===== src/rtl/mcp4911_spi_tx.sv =====
// mcp4911_spi_tx: a 4-deep sample FIFO feeding 16-bit SPI write frames to an
// MCP4911 10-bit DAC. Each frame is followed by a chip-select release
// half-period and an LDAC strobe half-period.
//
// Handshake (data_valid/data_ready): a sample transfers on every rising edge
// where both are high. data_ready depends only on FIFO occupancy and never on
// data_valid. The upstream side may change data_in freely while data_valid is low.
module mcp4911_spi_tx #(
  parameter int unsigned CLK_DIV = 25,
  parameter logic        BUF     = 1'b0,
  parameter logic        GA_N    = 1'b1
) (
  input  logic       CLOCK_50,
  input  logic       RESET_N,
  input  logic [9:0] data_in,
  input  logic       data_valid,
  output logic       data_ready,
  output logic       SCK,
  output logic       DAC_CS,
  output logic       DAC_SDI,
  output logic       DAC_LD,
  output logic       busy,
  output logic       frame_done,
  output logic [2:0] dbg_state_o
);

  typedef enum logic [2:0] {
    IDLE  = 3'd0,
    LOAD  = 3'd1,
    SHIFT = 3'd2,
    CSHI  = 3'd3,
    LDAC  = 3'd4
  } state_t;

  localparam int unsigned CW = (CLK_DIV > 2) ? $clog2(CLK_DIV) : 1;

  // FIFO storage and bookkeeping
  logic [9:0] mem_q [4];
  logic [1:0] wr_ptr_q, rd_ptr_q;
  logic [2:0] count_q;
  logic       push, pop;

  // Serializer state
  state_t        state_q, state_d;
  logic [CW-1:0] cnt_q, cnt_d;
  logic          sck_q, sck_d;
  logic [15:0]   shreg_q, shreg_d;
  logic [3:0]    fall_q, fall_d;
  logic          done_q, done_d;
  logic          tick;

  assign data_ready = (count_q != 3'd4);
  assign push       = data_valid && data_ready;
  // Pop only from IDLE; a sample written this edge is not visible until the next.
  assign pop        = (state_q == IDLE) && (count_q != 3'd0);
  assign tick       = (cnt_q == CW'(CLK_DIV - 1));

  // Sample storage; no reset needed because occupancy gates every read.
  always_ff @(posedge CLOCK_50) begin
    if (push) mem_q[wr_ptr_q] <= data_in;
  end

  // FIFO pointers and occupancy; simultaneous push and pop leave count unchanged.
  always_ff @(posedge CLOCK_50 or negedge RESET_N) begin
    if (!RESET_N) begin
      wr_ptr_q <= 2'd0;
      rd_ptr_q <= 2'd0;
      count_q  <= 3'd0;
    end else begin
      if (push) wr_ptr_q <= wr_ptr_q + 2'd1;
      if (pop)  rd_ptr_q <= rd_ptr_q + 2'd1;
      if (push && !pop)      count_q <= count_q + 3'd1;
      else if (pop && !push) count_q <= count_q - 3'd1;
    end
  end

  // Serializer state register.
  always_ff @(posedge CLOCK_50 or negedge RESET_N) begin
    if (!RESET_N) begin
      state_q <= IDLE;
      cnt_q   <= '0;
      sck_q   <= 1'b0;
      shreg_q <= 16'h0000;
      fall_q  <= 4'd0;
      done_q  <= 1'b0;
    end else begin
      state_q <= state_d;
      cnt_q   <= cnt_d;
      sck_q   <= sck_d;
      shreg_q <= shreg_d;
      fall_q  <= fall_d;
      done_q  <= done_d;
    end
  end

  // Next-state logic: half-period counter, SCK toggling and bit advance on falling edges.
  always_comb begin
    state_d = state_q;
    cnt_d   = (state_q == IDLE || tick) ? '0 : cnt_q + CW'(1);
    sck_d   = sck_q;
    shreg_d = shreg_q;
    fall_d  = fall_q;
    done_d  = 1'b0;
    case (state_q)
      IDLE: begin
        if (pop) begin
          shreg_d = {1'b0, BUF, GA_N, 1'b1, mem_q[rd_ptr_q], 2'b00};
          fall_d  = 4'd0;
          sck_d   = 1'b0;
          state_d = LOAD;
        end
      end
      LOAD: begin
        if (tick) state_d = SHIFT;
      end
      SHIFT: begin
        if (tick) begin
          sck_d = ~sck_q;
          if (sck_q) begin
            // Falling edge: the 16th ends the frame, earlier ones expose the next bit.
            if (fall_q == 4'd15) begin
              state_d = CSHI;
            end else begin
              shreg_d = {shreg_q[14:0], 1'b0};
              fall_d  = fall_q + 4'd1;
            end
          end
        end
      end
      CSHI: begin
        if (tick) state_d = LDAC;
      end
      LDAC: begin
        if (tick) begin
          state_d = IDLE;
          done_d  = 1'b1;
        end
      end
      default: state_d = IDLE;
    endcase
  end

  // Outputs decode straight from registered state so reset drives them idle at once.
  assign SCK         = sck_q;
  assign DAC_CS      = !(state_q == LOAD || state_q == SHIFT);
  assign DAC_SDI     = (state_q == LOAD || state_q == SHIFT) ? shreg_q[15] : 1'b0;
  assign DAC_LD      = (state_q != LDAC);
  assign busy        = (state_q != IDLE);
  assign frame_done  = done_q;
  assign dbg_state_o = state_q;

endmodule


===== config.mk =====
export PLATFORM = sky130hd
export DESIGN_NAME = mcp4911_spi_tx
export DESIGN_NICKNAME = d
export VERILOG_FILES = /design/src/rtl/mcp4911_spi_tx.sv
export SDC_FILE = /design/constraint.sdc
export NUM_CORES = 1
export LEC_CHECK = 0
export BUFFER_PORTS_ARGS = -buffer_cell sky130_fd_sc_hd__buf_2
export CORE_UTILIZATION = 59
export CTS_CLUSTER_SIZE = 14
export DETAILED_ROUTE_END_ITERATION = 16
export GPL_TIMING_DRIVEN = 1
export PLACE_DENSITY = 0.77
export SYNTH_ARGS = -nofsm -noshare
export SYNTH_HDL_FRONTEND = slang
export SYNTH_SLANG_ARGS = --single-unit

===== constraint.sdc =====
create_clock -name CLOCK_50 -period 2.97 [get_ports CLOCK_50]
set_input_delay 0.1485 -clock CLOCK_50 [delete_from_list [all_inputs] [get_ports CLOCK_50]]
set_output_delay 0.1485 -clock CLOCK_50 [all_outputs]
set_load 0.05 [all_outputs]

**Yosys cells after proc, flatten, opt, wreduce, memory -nomap -nowiden**

Memories as Yosys holds them, arrays and structs flattened.
Cells that the tools add are included.

- Register bits: 37
- Bits in writable memories: 40
- Bits of input ports: 13
- Output and inout bits: 10
- Memories: 1

- $add $sub $neg: 6
- Equal/unequal tests: 16
- Muxes and demuxes: 29
- Bitwise logic cells: 1
- Reduce and logical (&&, ||, !) cells: 17

Memories:

| memory | words | bits a word | rd ports | clocked after Yosys merged registers in | wr ports | line | source |
|---|---|---|---|---|---|---|---|
| mem_q | 4 | 10 | 1 | 0 | 1 | 38 | `logic [9:0] mem_q [4];` |

Operators by type and width:

| cell | number |
|---|---|
| $mux 16 | 4 |
| $pmux 16 s2 | 1 |
| $mux 3 | 9 |
| $mux 4 | 4 |
| $ne 2x2->1 const B | 8 |
| $pmux 3 s5 | 1 |
| $pmux 4 s2 | 1 |
| $mux 1 | 7 |
| $reduce_and 7->1 | 1 |
| $eq 3x2->1 const B | 2 |
| $ne 3x3->1 const B | 2 |
| $reduce_bool 3->1 | 2 |
| $add 5x1->5 const B | 1 |
| $eq 5x5->1 const B | 1 |
| $mux 5 | 1 |
| $reduce_and 5->1 | 1 |
| $add 2x1->2 const B | 2 |
| $add 4x1->4 const B | 1 |
| $eq 4x4->1 const B | 1 |
| $logic_and 1x1->1 | 4 |
| $reduce_bool 2->1 | 2 |
| $add 3x1->3 const B | 1 |
| $eq 3x1->1 const B | 1 |
| $eq 3x3->1 const B | 1 |
| other kinds (7) | 10 |

**Depth between registers and ports, before layout**

Gate-level depths: netlist of the first run.

- Depth in word-level cells: 6
- Depth in mapped cells: 9
- Mapped depth without buffers: 9

**Least setup slack after synthesis of the first run**

Ideal clock, no wire load.

- Path type: reg-to-reg
- Start point: reg state_q[0], in the netlist dbg_state_o[0]
- End point: reg count_q[1]
- Setup time: 125 ps
- Arrival: 2221 ps
- Data required time: 2845 ps
- Path slack: 624 ps
- Stages on the path, launching flop included: 8
- Buffers on the path: 1
- Clock period less this slack: 2346 ps
- Path through: dfrtp_1 -> buf_6 -> nor3_1 -> nand2_2 -> ha_1 -> inv_1 -> fa_1 -> mux2_2

- Word-level cells in the longest chain between the ends: 5

RTL lines:

| what | line | source |
|---|---|---|
| start, declared | 44 | `state_t state_q, state_d;` |
| start signal, assigned | 87 | `state_q <= state_d;` |
| $logic_not 3->1 (*) | 55 | `assign pop = (state_q == IDLE) && (count_q != 3'd0);` |
| $logic_and 1x1->1 (*) | 55 |  |
| $logic_not 1->1 | 72 | `if (push && !pop) count_q <= count_q + 3'd1;` |
| $logic_and 1x1->1 | 72 |  |
| $mux 3 / $reduce_bool 2->1 (equally long branches) | n/a |  |
| end signal, assigned | 72 |  |
| end signal, assigned | 73 | `else if (pop && !push) count_q <= count_q - 3'd1;` |
| end, declared | 40 | `logic [2:0] count_q;` |

Every way passes the cells marked *; elsewhere a longest branch is shown, timed or not.
A chain may end at the register's enable or synchronous reset.

**Worst setup path in the final report of the first run**

- Start point: reg count_q[1]
- End point: reg count_q[2]

- Word-level cells in the longest chain between the ends: 5

RTL lines:

| what |
|---|
| parallel branches: the longest is 5 deep, another holds $sub 3x1->3 |

Parallel ways; which one is timed is not known. The select of a mux whose other input is x is not followed.

==> reports/metrics.yaml, run 1 <==
dpl.hpwl_mm: 3.40
p_int_mw: 1.70
grt_first_pass_wirelength_mm: 8.83
finalCritPeriodShare: 0.763
cts_tree: "yes"
fp-row-count: 26
power_frac_seq: 0.565
synth_nets: 234
hold_class: "primary input to flip-flop"
p_sw_frac: 0.272
vdd_ir_drop_max_uv: 467
gp_congestion: 0.768
p_leak_nw: 1.55
cts-buffers-inserted: 9
via_per_inst: 5.46
postCtsSetupBuffers: 0
ys_seq_area_frac: 0.626
ys_ff_latch: 75
drv_slew: 0
n_antenna_cell: 0
grt_pass1_vias: 1784
r2r_start: "count_q[1]$_DFFE_PN0P_"
slew_headroom: 0.465
rr_worst_depth: 8
antenna_found_initial: 0
synth_area_mm2: 0.00332
synthesis.instances: 212
syn_area_per_cell_um2: 15.7
critPathKind: "flip-flop to flip-flop"
nets: 272
ys_types: 39
synth_edf_count: 40
multi_input_area_mm2: 0.00112
cpMostUsedCell: "xor2_1"
cap_viol_max_count: 0
critical_path_arrival_ns: 2.55
start_kind: "flip-flop"
ys_async_sr_fraction: 0.467
clock_path_buffers: 2
finalSetupViolations: 0
fmax_ghz: 0.441
cts.clk_slew.worst_paths_ns: 0.07
crit_fanout: 10
grt_use_total: 0.206
period_minus_slack_ns: 2.27
vias: 1776
p_clk_frac: 0.299
postRouteWirelength_mm: 5.37
rrSetupSlack_ns: 0.70
drc: 0
htree_levels: 3
critPathSlowestCell: "or3_1"
tightest_slew_ns: 0.802
fin_area_mm2: 0.00374
path_cells: "or3_1, nand2_2, ha_1, inv_1, fa_1, xor2_1, nor2_1, xor2_1"
startpoint: "count_q[1]$_DFFE_PN0P_"
place_area_mm2: 0.00346
cts_resized: 0
p_switching_uw: 634
grt_start_max_net_pins: 36
cp_slowest_stage_delay_ns: 0.46
insertion_delay_ns: 0.36
fin_tns_setup_ns: 0
power.density_mw_per_mm2: 623
endpoint_kind: "flip-flop"
status: "complete, no violations"
ioPinCount: 23
start_util: 0.630
hold_viol_final: 0
endpoint: "count_q[2]$_DFFE_PN0P_"
power_frac_comb: 0.136
ys_warn_count: 0
synth_ff_type: "edfxtp_1"
num-fill-cells: 363
dieArea_mm2: 0.00593
die_y_um: 77.0
core_area_mm2: 0.00527
rsz0062_at_grt: "no"
avgRoutedWirePerCell_um: 16.5
dr.pass1.iters: 6
area_growth_pct: 12.8
fp.dieW_um: 77.0
r2r-end: "count_q[2]$_DFFE_PN0P_"
cts-root-buf: "clkbuf_8"
cts_sinks: 75
ant_nets: 0
portBuffers: 22
drtIter0Drc: 71
clock_skew_ns: 0.00910
drive_gt1_frac: 0.290
cp.required_ns: 3.25
regArea_mm2: 0.00208
gr-total-overflow: 0
-- stage by stage --
step / total power [mW] / instances / setup WS, ns / hold WS [ns] / util
global route: 2.45 / 325 / 0.540 / 0.342 / 0.710
CTS: 2.36 / 324 / 0.706 / 0.00318 / 0.708
detailed placement: 1.66 / 298 / 0.713 / 0.281 / 0.656
global placement: 1.63 / 298 / 0.772 / 0.269 / 0.656
finish: 2.33 / 325 / 0.705 / 0.294 / 0.710
floorplan: 1.54 / 212 / 0.624 / -0.147 / -
-- how the worst min path moves through the flow --
stage	start	endpoint	slack, ns	depth (start not counted)
3_5_place_dp	RESET_N	frame_done$_DFF_PN0_	0.28	1
2_1_floorplan	RESET_N	SCK$_DFFE_PN0P_	-0.15	0
3_3_place_gp	RESET_N	cnt_q[4]$_DFF_PN0_	0.27	1
4_1_cts	data_in[1]	mem_q[2][1]$_DFFE_PP_	0.003	1
5_1_grt	data_valid	wr_ptr_q[0]$_DFFE_PN0P_	0.34	3
6_report	data_valid	wr_ptr_q[0]$_DFFE_PN0P_	0.29	3
-- cells in the final DEF, fill, tap and decap left out, types with 2 or more instances in the layout --
master,instances
nor2_1,13
nand3_1,10
clkbuf_8,9
o21ai_0,3
dlygate4sd3_1,11
edfxtp_1,40
buf_2,22
mux2_4,7
mux2_2,13
a31o_2,4
dfrtp_1,35
nand2_1,8
xor2_1,5
buf_4,2
or3_1,2
inv_1,12
ha_1,8
mux2i_1,2
xnor2_1,6
mux4_2,7
and3_1,9
inv_6,3
mux4_1,3
-- state kept, by name, summed over array words and instances (netlist names) --
register	cells
frame_done	1
fall_q	4
rd_ptr_q	2
mem_q	40
shreg_q	14
cnt_q	5
wr_ptr_q	2
dbg_state_o	3
SCK	1
count_q	3
-- Yosys cell counts (2+ instances only) --
library cell  instances  area, um2
inv_1                12       45.0
buf_6                 4       45.0
mux4_2                7        158
mux2i_1               2       20.0
a31o_2                4       35.0
edfxtp_1             40       1200
nand3_1              10       50.1
mux2_2               13        146
nand2_1               8       30.0
mux4_1                3       78.8
dfrtp_1              35        876
or3_1                 2       12.5
o21ai_0               3       15.0
ha_1                  8        100
buf_2                 2       10.0
and3_1                9       56.3
mux2_4                7        105
xor2_1                5       43.8
xnor2_1               6       52.6
nor2_1               13       48.8
-- area by class of cell --
class                   instances  area share
flip-flops and latches         75       0.555
multi-input cells             117       0.300
repair buffers                 35      0.0629
clock buffers                  10      0.0341
well taps                      70      0.0234
clock inverters                 6      0.0127
inverters                      12      0.0120
-- timing repair --
| action | 4_1_cts | 5_1_grt |
|---|---|---|
| endpoints found under the hold margin | 68 | 4 |
| endpoints found under the setup margin | 0 | 0 |
| hold buffers | 10 | 1 |
-- cell families after synthesis --
| family | count (synthesis) | share of synthesized area |
|---|---|---|
| DFF | 75 | 0.626 |
| adders and majority gates | 9 | 0.0362 |
| xor gates and xnor gates | 11 | 0.0290 |
| AOI/OAI and AO/OA | 14 | 0.0321 |
| and+or+nand+nor | 51 | 0.0879 |
| buffers and inverters | 20 | 0.0358 |
| muxes | 32 | 0.153 |
-- critical path, delay by kind of cell, from the launching register on --
family        cells  cell delay, ns
buf+inv           1            0.06
fa+ha+maj         2            0.60
simple gates      3            0.80
flops             1            0.42
xor+xnor          2            0.32
-- power groups by stage --
stage          clock network [mW]  logic [mW]  registers [mW]
2_1_floorplan                   0       0.223            1.32
6_report                    0.697       0.317            1.32
4_1_cts                     0.713       0.326            1.32
5_1_grt                     0.761       0.356            1.33
3_5_place_dp                    0       0.316            1.34
3_3_place_gp                    0       0.303            1.33
-- layer usage --
| metal | share of wire | up-vias | GRT usage |
|---|---|---|---|
| met5 | 0 | - | 0 |
| met4 | 0.014 | 0 | 0.0679 |
| met3 | 0.035 | 9 | 0.0786 |
| met2 | 0.51 | 25 | 0.341 |
| met1 | 0.44 | 887 | 0.249 |
| li1 | - | 855 | - |
Note: power is estimated with default switching activity, not from simulation.
==> run 2: changes to the inputs <==
ABC_AREA = 1   (was default)
CORE_UTILIZATION = 54   (was 59)
PLACE_DENSITY = 0.74   (was 0.77)
clock period = 1.81 ns   (was 2.97 ns; I/O delays follow)
==> reports/metrics.yaml, run 2 <==
drtIter0Drc: 99  # +39%
synth_area_mm2: 0.00351  # +5.8%
cap_viol_max_count: 0  # unchanged
synth-xor-area-share: 0.0200  # -0.00908
hold_ws_ns: 0.101  # -0.194 ns
met1_length_mm: 2.94  # +25%
postRouteWirelength_mm: 6.63  # +24%
antenna_found_initial: 0  # unchanged
gp_congestion: 0.815  # +6.2%
pre_cts_slack_ns: 0.0391  # -0.674 ns
gr-total-overflow: 0  # unchanged
rsz0062_at_grt: "yes"
p_switching_mw: 1.13  # +79%
nets: 432  # +59%
p_sw_frac: 0.276  # +0.00447
power.total_mw: 4.10  # +76%
period_minus_slack_ns: 1.75  # -0.518 ns
dr.pass1.iters: 4  # -2
core_area_mm2: 0.00631  # +20%
cts_tree: "yes"
synth_nets: 380  # +62%
insertion_delay_ns: 0.35  # about the same
dieArea_mm2: 0.00683  # +15%
utilization: 0.662  # -0.0484
r2r_start: "dbg_state_o[1]$_DFFE_PN0P_"
dpl.hpwl_mm: 4.36  # +28%
power_frac_comb: 0.165  # +0.029
whs_path_depth: 4  # +1
yosysMostFrequentCell: "nand2_1"
grt_start_max_net_pins: 36  # unchanged
finalCritPeriodShare: 0.965  # +0.203
crit_fanout: 6  # -4
grt_first_pass_wirelength_mm: 11.0  # +25%
htree_levels: 3  # unchanged
startpoint: "dbg_state_o[1]$_DFFE_PN0P_"
area_growth_pct: 19.0
top_regs: "mem_q x40, shreg_q x14, cnt_q x5"
avgRoutedWirePerCell_um: 13.5  # -18%
drive_gt1_frac: 0.241  # -0.0492
ys_seq_area_frac: 0.592  # -0.0344
worst_slack_ns: 0.0626  # -0.642 ns
portBuffers: 22  # unchanged
critPathKind: "flip-flop to flip-flop"
final_common_cell: "nand2_1"
place_inst: 461  # +55%
grt_pass1_vias: 2480  # +39%
via_per_inst: 5.14  # -6.0%
ant_nets: 0  # unchanged
rr_worst_depth: 10  # +2
fp.dieW_um: 82.6  # +7.3%
synth_fa_ha_area_frac: 0.0342  # -0.00199
p_clk_frac: 0.314  # +0.015
ioPinCount: 23  # unchanged
critical_path_arrival_ns: 1.98  # -0.57 ns
cp.required_ns: 2.04  # -1.21 ns
p_leak_nw: 1.94  # +25%
ys_async_sr_fraction: 0.467  # unchanged
start_util: 0.556  # -0.0735
synth_ff_type: "edfxtp_1"
netlist_top_cells_count: "105 x nand2_1, 56 x nand3_1, 40 x edfxtp_1"
clock_skew_ns: 0.00976  # +0.000659 ns
status: "complete, no violations"
start_kind: "flip-flop"
vias: 2527  # +42%
fin_area_mm2: 0.00418  # +12%
endpoint_kind: "flip-flop"
p_int_mw: 2.97  # +75%
ys_ff_latch: 75  # unchanged
slew_headroom: 0.475  # +0.00987
final_cells: 492  # +51%
synth_top_area_share: 0.342  # -0.0199
fp-row-count: 29  # +12%
finalSetupViolations: 0  # unchanged
final_cell_mix: "101 x nand2_1, 55 x nand3_1, 40 x edfxtp_1"
cts-buffers-inserted: 9  # unchanged
hold_viol_final: 0  # unchanged
synth_compound_area_frac: 0.0185  # -0.0135
tightest_slew_ns: 0.787  # -0.0148 ns
route.top_layer_used: "met4"
power_frac_seq: 0.521  # -0.044
largest_reg_flops: 40  # unchanged
cts-root-buf: "clkbuf_8"
met3_length_um: 249  # +32%
cts_sinks: 75  # unchanged
drv_slew: 0  # unchanged
drc: 0  # unchanged
ys_top_cells_by_area: "edfxtp_1 34%, dfrtp_1 25%, nand2_1 11%, nand3_1 8.0%, inv_1 3.0%"
fin_tns_setup_ns: 0  # unchanged
syn_area_per_cell_um2: 9.81  # -37%
clock_path_buffers: 2  # unchanged
fmax_ghz: 0.572  # +30%
vdd_ir_drop_max_uv: 723  # +55%
synth_area_leader_cell: "edfxtp_1"
synth_top_family_by_area: "simple AND/OR/NAND/NOR gates"
synth_edf_count: 40  # unchanged
grt_use_total: 0.224  # +0.0179
cts.clk_slew.worst_paths_ns: 0.08  # about the same
synthSimpleGateAreaFrac: 0.279  # +0.191
n_antenna_cell: 0  # unchanged
ys_types: 31  # -21%
power.density_mw_per_mm2: 982  # +58%
place_area_mm2: 0.00381  # +10%
die_y_um: 82.6  # +7.3%
synth_mux_area_frac: 0  # -0.153
top_register: "mem_q"
hold_class: "primary input to flip-flop"
synthesis.instances: 358  # +69%
hp-start: "data_valid"
wl_met2_mm: 3.37  # +22%
ys_warn_count: 0  # unchanged
[run 2: area by class of cell]
cell class	count	area, um2
Fill cell	515	2140
Sequential cell	75	2080
Multi-Input combinational cell	239	1300
Timing Repair Buffer	52	373
Inverter	33	131
Clock buffer	10	128
Tap cell	77	96.3
Clock inverter	6	71.3
[run 2: layer usage]
layer | GRT usage | up-vias
met1 | 0.254 | 1207
met4 | 0.0759 | 0
met2 | 0.402 | 43
met5 | 0 | -
li1 | - | 1269
met3 | 0.0637 | 8
[run 2: power by group through the flow]
stage	logic [mW]	clock network (mW)	registers [mW]
floorplan	0.389	0	2.16
global placement	0.596	0	2.16
detailed placement	0.629	0	2.18
CTS	0.651	1.32	2.14
global route	0.760	1.39	2.16
finish	0.675	1.29	2.14
[run 2: critical path: stages (launching register included)]
cell and delay [ns]:
dfrtp_2 0.47, inv_4 0.08, nand2_8 0.09, inv_2 0.04, nand2_2 0.08, ha_4 0.14, inv_4 0.04, fa_2 0.34
a21oi_2 0.13, o21ai_1 0.08, xor2_1 0.14
[run 2: worst paths after layout]
path                                              end  slack (ns)
hold reg to reg               shreg_q[15]$_DFFE_PN0P_        0.49
setup reg to reg               count_q[2]$_DFFE_PN0P_        0.06
max in group asynchronous  dbg_state_o[0]$_DFFE_PN0P_        0.90
hold / removal                wr_ptr_q[1]$_DFFE_PN0P_        0.10
setup / recovery               count_q[2]$_DFFE_PN0P_        0.06
min in group asynchronous        frame_done$_DFF_PN0_        0.35
[run 2: cell families after synthesis]
kind of cell    count (synthesis)
fa+ha+maj                       9
compound gates                 10
buf+inv                        44
flops                          75
simple gates                  212
xor+xnor                        8
[run 2: timing repair]
action                                  4_1_cts  5_1_grt
pin swaps                                     1        3
hold buffers                                 11        0
endpoints found under the hold margin        75        0
setup buffers                                 1        3
endpoints found under the setup margin        2       11
resized for setup                             3        8
==> run 3: changes to the inputs <==
CORE_UTILIZATION = 64   (was 54)
PLACE_DENSITY = 0.83   (was 0.74)
clock period = 2.1 ns   (was 1.81 ns; I/O delays follow)
==> reports/metrics.yaml, run 3 (synthesized netlist as in run 2, its figures left out) <==
critical_path_arrival_ns: 2.19  # +0.21 ns
hold_viol_final: 0  # unchanged
ioPinCount: 23  # unchanged
cp_slowest_stage_delay_ns: 0.46  # about the same
clock_path_buffers: 2  # unchanged
cp.required_ns: 2.34  # +0.30 ns
gr-total-overflow: 0  # unchanged
drtIter0Drc: 163  # +65%
cts-root-buf: "clkbuf_8"
finalCritPeriodShare: 0.929  # -0.0369
fin_tns_setup_ns: 0  # unchanged
fmax_ghz: 0.513  # -10%
dr.pass1.iters: 4  # unchanged
die_y_um: 76.1  # -7.9%
via_per_inst: 5.27  # +2.7%
cts-buffers-inserted: 9  # unchanged
place_area_mm2: 0.00372  # -2.3%
p_leak_nw: 1.90  # -2.0%
place_inst: 449  # -2.6%
ant_nets: 0  # unchanged
path_cells: "nor2_4, nand2_4, inv_1, nand2_1, ha_1, inv_1, fa_1, nor2_1, a21oi_1"
grt_use_total: 0.256  # +0.0326
nets: 425  # -1.6%
status: "complete, no violations"
r2r-end: "count_q[1]$_DFFE_PN0P_"
period_minus_slack_ns: 1.95  # +0.203 ns
clock_skew_ns: 0.00921  # -0.000551 ns
dpl.hpwl_mm: 4.13  # -5.1%
drc: 0  # unchanged
fp-row-count: 26  # -10%
fp.dieW_um: 76.1  # -7.9%
vdd_ir_drop_max_uv: 792  # +9.6%
critPathKind: "flip-flop to flip-flop"
hp-start: "data_valid"
path_buf_inv: 2  # -1
rrSetupSlack_ns: 0.15  # +0.09 ns
hold_class: "primary input to flip-flop"
cpMostUsedCell: "inv_1"
area_growth_pct: 15.3
num-fill-cells: 346  # -33%
grt_pass1_vias: 2426  # -2.2%
cts_tree: "yes"
finalSetupViolations: 0  # unchanged
grt_first_pass_wirelength_mm: 11.2  # +1.8%
endpoint_kind: "flip-flop"
largest_reg_flops: 40  # unchanged
cts.clk_slew.worst_paths_ns: 0.08  # about the same
tightest_slew_ns: 0.795  # +0.00781 ns
drv_slew: 0  # unchanged
multi_input_area_mm2: 0.00124  # -4.1%
rr_worst_depth: 9  # -1
drive_gt1_frac: 0.206  # -0.0351
htree_levels: 3  # unchanged
crit_fanout: 6  # unchanged
final_cells: 478  # -2.8%
final_cell_mix: "104 x nand2_1, 55 x nand3_1, 40 x edfxtp_1"
power.density_mw_per_mm2: 864  # -12%
dieArea_mm2: 0.00579  # -15%
whs_path_depth: 3  # -1
holdPathEnd: "wr_ptr_q[0]$_DFFE_PN0P_"
fin_area_mm2: 0.00405  # -3.1%
core_area_mm2: 0.00520  # -18%
start_kind: "flip-flop"
slew_headroom: 0.470  # -0.00521
utilization: 0.778  # +0.116
avgRoutedWirePerCell_um: 14.1  # +4.5%
cts_sinks: 75  # unchanged
cpLargestDelayFamily: "adder cells"
r2r_start: "dbg_state_o[0]$_DFFE_PN0P_"
start_util: 0.675  # +0.118
top_regs: "mem_q x40, shreg_q x14, cnt_q x5"
crit_cells: 9  # -1
insertion_delay_ns: 0.36  # about the same
vias: 2521  # -0.24%
n_antenna_cell: 0  # unchanged
critPathSlowestCell: "dfrtp_2"
final_common_cell: "nand2_1"
antenna_found_initial: 0  # unchanged
postRouteWirelength_mm: 6.73  # +1.5%
regArea_mm2: 0.00208  # unchanged
hold_ws_ns: 0.168  # +0.0672 ns
cap_viol_max_count: 0  # unchanged
grt_start_max_net_pins: 36  # unchanged
top_register: "mem_q"
portBuffers: 22  # unchanged
gp_congestion: 0.823  # +0.99%
-- run 3: changes by cell type in the layout (fill, tap and decap cells not counted), sizes merged --
cell  previous run  this run
buf             41        34
-- run 3: report_power, final --
part / switching [mW] / internal, mW
clock: 0.552 / 0.561
sequential: 0.0713 / 1.77
combinational: 0.340 / 0.200
-- run 3: final cells by class --
type,instances,area share
sequential,75,0.514
multi-input combinational,239,0.307
timing repair buffer,45,0.0766
clock buffer,10,0.0315
inverter,33,0.0312
tap,70,0.0216
clock inverter,6,0.0176
-- run 3: layer usage --
metal,share of wire,wire length [um],track usage,vias up
met3,0.046,308,0.0671,14
li1,-,-,-,1255
met2,0.49,3280,0.415,62
met4,0.017,117,0.113,0
met1,0.45,3020,0.328,1190
met5,0,0,0,-
-- run 3: how the worst max path moves through the flow --
| stage | endpoint | startpoint |
|---|---|---|
| 6_report | count_q[1]$_DFFE_PN0P_ | dbg_state_o[0]$_DFFE_PN0P_ |
| 5_1_grt | count_q[2]$_DFFE_PN0P_ | count_q[1]$_DFFE_PN0P_ |
| 3_5_place_dp | count_q[2]$_DFFE_PN0P_ | count_q[0]$_DFFE_PN0P_ |
| 4_1_cts | count_q[2]$_DFFE_PN0P_ | count_q[0]$_DFFE_PN0P_ |
| 3_3_place_gp | count_q[2]$_DFFE_PN0P_ | count_q[0]$_DFFE_PN0P_ |
| 2_1_floorplan | count_q[2]$_DFFE_PN0P_ | dbg_state_o[1]$_DFFE_PN0P_ |
-- run 3: timing repair --
item / CTS / global route
hold buffers: 11 / 0
hold endpoints to repair: 75 / 0
resized for setup: 0 / 2
endpoints found under the setup margin: 0 / 2
setup buffers: 0 / 2
-- run 3: worst reg2reg max path: stages (launching register included) --
cell     delay, ns
dfrtp_2       0.46
nor2_4        0.22
nand2_4       0.11
inv_1         0.10
nand2_1       0.07
ha_1          0.18
inv_1         0.10
fa_1          0.42
nor2_1        0.11
a21oi_1       0.05
-- run 3: per-stage QoR --
stage          power, mW  worst slack [ns]
4_1_cts             3.46             0.103
3_3_place_gp        2.33             0.233
6_report            3.50             0.150
3_5_place_dp        2.36             0.116
5_1_grt             3.65          -0.00135
2_1_floorplan       2.17            0.0230
